<file path="config.mk">
export PLATFORM = sky130hd
export DESIGN_NAME = clk_div_multi
export DESIGN_NICKNAME = d
export VERILOG_FILES = /design/src/rtl/clk_div_multi.sv
export SDC_FILE = /design/constraint.sdc
export NUM_CORES = 1
export LEC_CHECK = 0
export CORE_ASPECT_RATIO = 1.4
export CORE_MARGIN = 2
export CORE_UTILIZATION = 49
export CTS_BUF_LIST = sky130_fd_sc_hd__clkbuf_4 sky130_fd_sc_hd__clkbuf_8
export DETAILED_ROUTE_END_ITERATION = 6
export GPL_TIMING_DRIVEN = 0
export HOLD_SLACK_MARGIN = 0.02
export PLACE_DENSITY_LB_ADDON = 0.05
export RECOVER_POWER = 25
export SYNTH_ARGS = -nofsm -noshare
export SYNTH_HDL_FRONTEND = slang
export SYNTH_SLANG_ARGS = --single-unit
</file>
<file path="constraint.sdc">
create_clock -name clk_i -period 1.9 [get_ports clk_i]
set_input_delay 0.285 -clock clk_i [delete_from_list [all_inputs] [get_ports clk_i]]
set_output_delay 0.285 -clock clk_i [all_outputs]
set_load 0.005 [all_outputs]
</file>
<file path="src/rtl/clk_div_multi.sv">
// Multi-channel programmable clock/tick divider with shared phase-sync and shadowed divisors.
// Each channel emits a 50%-duty square wave and a one-cycle strobe every D+1 cycles.
module clk_div_multi #(
    parameter int unsigned      NUM_CH      = 4,
    parameter int unsigned      CNT_W       = 24,
    parameter logic [CNT_W-1:0] DEFAULT_DIV = 24'h756013,
    localparam int unsigned     CH_W        = (NUM_CH > 1) ? $clog2(NUM_CH) : 1
) (
    input  logic              clk_i,
    input  logic              rst_ni,
    input  logic [NUM_CH-1:0] en_i,
    input  logic              sync_i,
    input  logic              wr_en_i,
    input  logic [CH_W-1:0]   wr_ch_i,
    input  logic [CNT_W-1:0]  wr_data_i,
    output logic [NUM_CH-1:0] clkout_o,
    output logic [NUM_CH-1:0] tick_o
);

    logic [NUM_CH-1:0][CNT_W-1:0] cnt_q, cnt_d;
    logic [NUM_CH-1:0][CNT_W-1:0] act_q, act_d;
    logic [NUM_CH-1:0][CNT_W-1:0] pend_q, pend_d;
    logic [NUM_CH-1:0]            clkout_q, clkout_d;
    logic [NUM_CH-1:0]            tick_q, tick_d;
    logic                         wr_hit;

    // Out-of-range channel indices are dropped rather than aliased onto a real channel.
    assign wr_hit = wr_en_i && (32'(wr_ch_i) < NUM_CH);

    always_comb begin
        cnt_d    = cnt_q;
        act_d    = act_q;
        pend_d   = pend_q;
        clkout_d = clkout_q;
        tick_d   = tick_q;
        for (int unsigned i = 0; i < NUM_CH; i++) begin
            if (wr_hit && (32'(wr_ch_i) == i)) begin
                pend_d[i] = wr_data_i;
            end
            // act always samples the pre-write pend, so a same-edge write lands one period later.
            if (!en_i[i] || sync_i) begin
                cnt_d[i]    = '0;
                clkout_d[i] = 1'b0;
                tick_d[i]   = 1'b0;
                act_d[i]    = pend_q[i];
            end else if (cnt_q[i] == act_q[i]) begin
                cnt_d[i]    = '0;
                clkout_d[i] = ~clkout_q[i];
                tick_d[i]   = 1'b1;
                act_d[i]    = pend_q[i];
            end else begin
                cnt_d[i]  = cnt_q[i] + CNT_W'(1);
                tick_d[i] = 1'b0;
            end
        end
    end

    always_ff @(posedge clk_i or negedge rst_ni) begin
        if (!rst_ni) begin
            cnt_q    <= '0;
            act_q    <= {NUM_CH{DEFAULT_DIV}};
            pend_q   <= {NUM_CH{DEFAULT_DIV}};
            clkout_q <= '0;
            tick_q   <= '0;
        end else begin
            cnt_q    <= cnt_d;
            act_q    <= act_d;
            pend_q   <= pend_d;
            clkout_q <= clkout_d;
            tick_q   <= tick_d;
        end
    end

    assign clkout_o = clkout_q;
    assign tick_o   = tick_q;

endmodule

</file>
# Word level (Yosys, flattened, before mapping)

Index checks and enable logic that the tools add are counted.
Widths: inputs -> output; s select.

$add $sub $neg: 4
Eq/ne operators: 7
Multiplexer cells: 32
Bitwise gates (word level): 4
Reduce and logical (&&, ||, !) cells: 17

Operators with widths:

| cell                  | number |
|---|---|
| $mux 24               | 16 |
| $add 24x1->24 const B | 4 |
| $eq 24x24->1          | 4 |
| $mux 1                | 16 |
| $reduce_bool 2->1     | 4 |
| $eq 2x2->1 const B    | 2 |
| $logic_and 1x1->1     | 4 |
| $logic_not 1->1       | 4 |
| $logic_or 1x1->1      | 4 |
| $not 1->1             | 4 |
| $eq 2x1->1 const B    | 1 |
| $logic_not 2->1       | 1 |

Register bits after elaboration: 296
Input port bits: 34
Output and inout port bits: 8

# Longest topological paths before layout

Depth in word-level cells: 3
Depth in mapped cells: 8
Mapped depth without buffers: 6

# Worst setup path after synthesis

OpenSTA, ideal clock, no wires.

Kind: reg2reg
Start point: reg cnt_q[53] (netlist bit)
End point: reg act_q[50] (netlist bit)
Data arrival time: 1771 ps
Required time: 1775 ps
Path slack: 4 ps
Stages on the path, launching flop included: 8
Path buffers: 2
Period minus slack after synthesis: 1896 ps
Cells stage by stage: dfrtp_1 clkbuf_2 xor2_1 nor4_1 nand4_1 o21bai_2 buf_6 mux2_2

Word-level cells in the longest chain between the ends: 2

Ends and longest elaborated chain:

| element                     | line | RTL |
|---|---|---|
| start, declared             | 20   | `logic [NUM_CH-1:0][CNT_W-1:0] cnt_q, cnt_d;` |
| start signal, assigned      | 66   | `cnt_q <= cnt_d;` |
| $eq 24x24->1                | 46   | `end else if (cnt_q[i] == act_q[i]) begin` |
| $reduce_bool 2->1 (no line) | -    |  |
| end signal, assigned        | 61   | `act_q <= {NUM_CH{DEFAULT_DIV}};` |
| end signal, assigned        | 67   | `act_q <= act_d;` |
| end, declared               | 21   | `logic [NUM_CH-1:0][CNT_W-1:0] act_q, act_d;` |

No other way between the ends.
A chain may end at the register's enable or synchronous reset.

# Worst setup path after layout

Start point: reg act_q[18] (netlist bit)
End point: reg act_q[21] (netlist bit)

Word-level cells in the longest chain between the ends: 2

Ends and longest elaborated chain:

| element                     | line |
|---|---|
| $eq 24x24->1                | 46 |
| $reduce_bool 2->1 (no line) | - |

No other way between the ends.

==> flow_metrics.py <==
metrics = {
    "floorplan": {
        "io_pins": 42,
        "dieHeight_um": 198,
        "rows": 71,
        "die_w_um": 143,
        "coreArea_um2": 26700,
        "initial_utilization": 0.494,
        "die_area_um2": 28200,
    },
    "logic_synthesis": {
        "synth.top_cell.area_share": 0.411,
        "synth.distinct_cells": 38,
        "syn_inst": 1029,
        "synth.net_count": 1067,
        "synth_edf_count": 0,
        "async_flop_share": 1.00,
        "yosysSeqAreaShare": 0.570,
        "avgSynthCellArea_um2": 12.8,
        "synth_area_leaders": "dfrtp_1, dfstp_2, mux2_2",
        "yosysTopAreaCell": "dfrtp_1",
        "yosysWarnings": 0,
        "synth_seq_cells": 296,
        "synth_area_um2": 13200,
        "synth_top_flop_cell": "dfrtp_1",
    },
    "drt": {
        "drc": 0,
        "vias": 8306,
        "drt_pass1_iterations": 4,
        "dr_wl_met2_um": 15200,
        "postRouteWirelength_um": 31600,
        "drt_iter0_drc": 322,
        "viasPerCell": 5.37,
        "wl_per_cell_um": 20.5,
        "ant_nets": 0,
        "met3_length_um": 879,
        "routed.top_layer": "met4",
        "wirelength_met1_um": 14400,
    },
    "place": {
        "gp_congestion": 0.822,
        "portBuffers": 41,
        "dp_hpwl_um": 19200,
        "placed_cell_area_um2": 14000,
        "dpl_worst_slack_ps": -745,
    },
    "sta": {
        "finClkSkew_ps": 18.5,
        "finalMaxSlewViolations": 0,
        "fmax_ghz": 0.452,
        "finalCritPeriodShare": 1.16,
        "relSlewSlack": 0.0937,
        "worst_slew_pin_slew_ps": 1360,
        "rsz0062_at_grt": "yes",
        "setup_viol": 186,
        "hold_violations": 0,
        "setup_slack_ps": -312,
        "holdWs_ps": 311,
        "period_needed_ps": 2210,
    },
    "global_route": {
        "grt_max_degree": 115,
        "grt_pass1_wl_um": 49700,
        "antenna_found_initial": 0,
        "grt_overflow": 0,
        "first_global_vias": 8747,
        "grtUsageTotal": 0.232,
    },
    "cells_and_area": {
        "fin_nets": 1219,
        "seqCellArea_um2": 7530,
        "final_cell_area_um2": 16800,
        "fill_cells": 2122,
        "area_delta_synth_final_pct": 27.8,
        "antenna_cells": 0,
        "layout-drive-gt1-share": 0.467,
        "multiInputGateArea_um2": 6240,
    },
    "critical_path": {
        "r2r-end": "act_q[21]",
        "critPathLaunchType": "flop",
        "reg2reg_from": "act_q[18]",
        "worstPathArrival_ps": 2720,
        "critPathRequiredTime_ps": 2410,
        "path_max_fanout": 6,
        "worst-setup-path-type": "reg2reg",
        "reg2reg_slack_ps": -310,
        "reg2regPathDepth": 8,
        "end_kind": "flop",
    },
    "clock_network": {
        "clk_latency_ps": 580,
        "cts_htree_levels": 2,
        "cts_root_buf": "clkbuf_8",
        "cts_tree": "built",
        "cts.clk_slew.worst_paths_ps": 60,
        "cts.path.max_buffers": 3,
        "cts.sinks": 296,
        "cts-buffers-inserted": 47,
    },
    "min_path": {
        "holdPathStages": 3,
        "hp-class": "in2reg",
        "min_to": "clkout_o[0]",
        "min_from": "en_i[0]",
    },
    "power_and_ir_drop": {
        "p_leak_uw": 0.00737,
        "power_density_nw_per_um2": 954,
        "peakVddDrop_v": 0.000761,
    },
    "outcome": {
        "status": "finished, violations left",
        "violations": "negative setup slack",
    },
    "run": {
        "max-cap-violations": 0,
    },
}
[metal layers]
metal / up-vias / track usage
met4: 0 / 0.0763
met1: 4256 / 0.315
met2: 126 / 0.382
met5: - / 0
li1: 3854 / -
met3: 70 / 0.0353
[cells in the mapped netlist, types with 2 or more instances]
cell type / count
mux2_2: 184
nor4_1: 28
ha_1: 4
nand2_1: 29
nor2_1: 110
nor3_1: 14
nand2b_1: 4
a21oi_1: 8
and4_1: 8
nand3b_1: 2
nand4_1: 22
clkbuf_2: 2
dfstp_2: 80
buf_2: 6
and3_1: 14
nand3_1: 42
or4_1: 3
o21ai_0: 5
clkbuf_1: 11
or3_1: 4
o21bai_2: 3
inv_1: 11
buf_4: 11
dfrtp_1: 216
mux2_1: 8
xor2_1: 148
buf_6: 8
xnor2_1: 32
o31ai_1: 3
[kinds of logic (layout without fill, tap and decap cells)]
| logic type | Yosys count | after routing | share of synthesized area |
|---|---|---|---|
| adders and majority gates | 4 | 4 | 0.00380 |
| AOI/OAI and AO/OA | 20 | 20 | 0.00979 |
| and+or+nand+nor | 288 | 288 | 0.110 |
| xor gates and xnor gates | 180 | 180 | 0.120 |
| DFF | 296 | 296 | 0.570 |
| buffers and inverters | 49 | 238 | 0.0224 |
| muxes | 192 | 192 | 0.164 |
[cells in the final DEF (no fill, tap or decap), types with 5 or more instances in the layout]
master,count
xor2_1,141
dfrtp_2,16
buf_4,33
mux2_2,109
nand4_1,22
nor2_2,35
mux2_4,83
and4_1,8
xnor2_1,32
inv_1,11
nor3_1,11
nor4_1,16
buf_16,5
buf_12,12
clkinv_2,5
nor4_2,9
nor2_1,50
clkbuf_4,25
clkbuf_1,8
clkbuf_8,57
xor2_2,5
clkdlybuf4s50_1,39
buf_6,17
and3_1,14
a21oi_2,5
dfrtp_1,200
buf_8,17
nand3_1,41
nor2_4,25
nand2_1,29
dfstp_2,80
[worst max-delay path: stages (launching register included)]
cell	delay [ps]
dfstp_2	580
xor2_2	100
nor4_4	320
nand4_1	260
o21bai_4	230
buf_12	150
buf_12	130
buf_6	90
mux2_4	280
[metrics by stage]
step | power, uW | util | std cells | setup TNS [ps]
after floorplan | 9100 | - | 1029 | 0
after global placement | 9770 | 0.525 | 1398 | -3452710
after detailed placement | 9830 | 0.527 | 1400 | -98560
after CTS | 16000 | 0.607 | 1533 | -32210
after global routing | 16800 | 0.631 | 1546 | -61380
final | 16000 | 0.631 | 1546 | -27310
[registers in the layout, indices dropped and copies added (netlist names)]
name	count
act_q	96
pend_q	96
clkout_o	4
tick_o	4
cnt_q	96
[report_power, final]
part / switching, uW / internal [uW]
clock network: 2500 / 3180
registers: 589 / 7420
logic: 943 / 1410
[worst max path at each step]
stage / end / slack, ps / startpoint
4_1_cts: act_q[74] / -270 / act_q[73]
5_1_grt: act_q[21] / -360 / act_q[18]
3_3_place_gp: cnt_q[22] / -12430 / rst_ni
2_1_floorplan: act_q[50] / 4 / cnt_q[53]
6_report: act_q[21] / -310 / act_q[18]
3_5_place_dp: pend_q[17] / -740 / wr_en_i
[final cells by class]
cell class                      count  area share
Inverter                           11     0.00245
Tap cell                          328      0.0244
Timing Repair Buffer              109      0.0745
Multi-Input combinational cell    684       0.371
Sequential cell                   296       0.447
Buffer                             32      0.0216
Clock buffer                       81      0.0573
Clock inverter                      5     0.00149
[repair_timing]
| item | 4_1_cts | 5_1_grt |
|---|---|---|
| setup endpoints to repair | 215 | 198 |
| resized for setup | 166 | 164 |
| endpoints found under the hold margin | 64 | 0 |
| cloned | 14 | 4 |
| hold buffers | 1 | 0 |
| pin swaps | 46 | 58 |
| setup buffers | 34 | 27 |
Note: power is estimated with default switching activity, not from simulation.
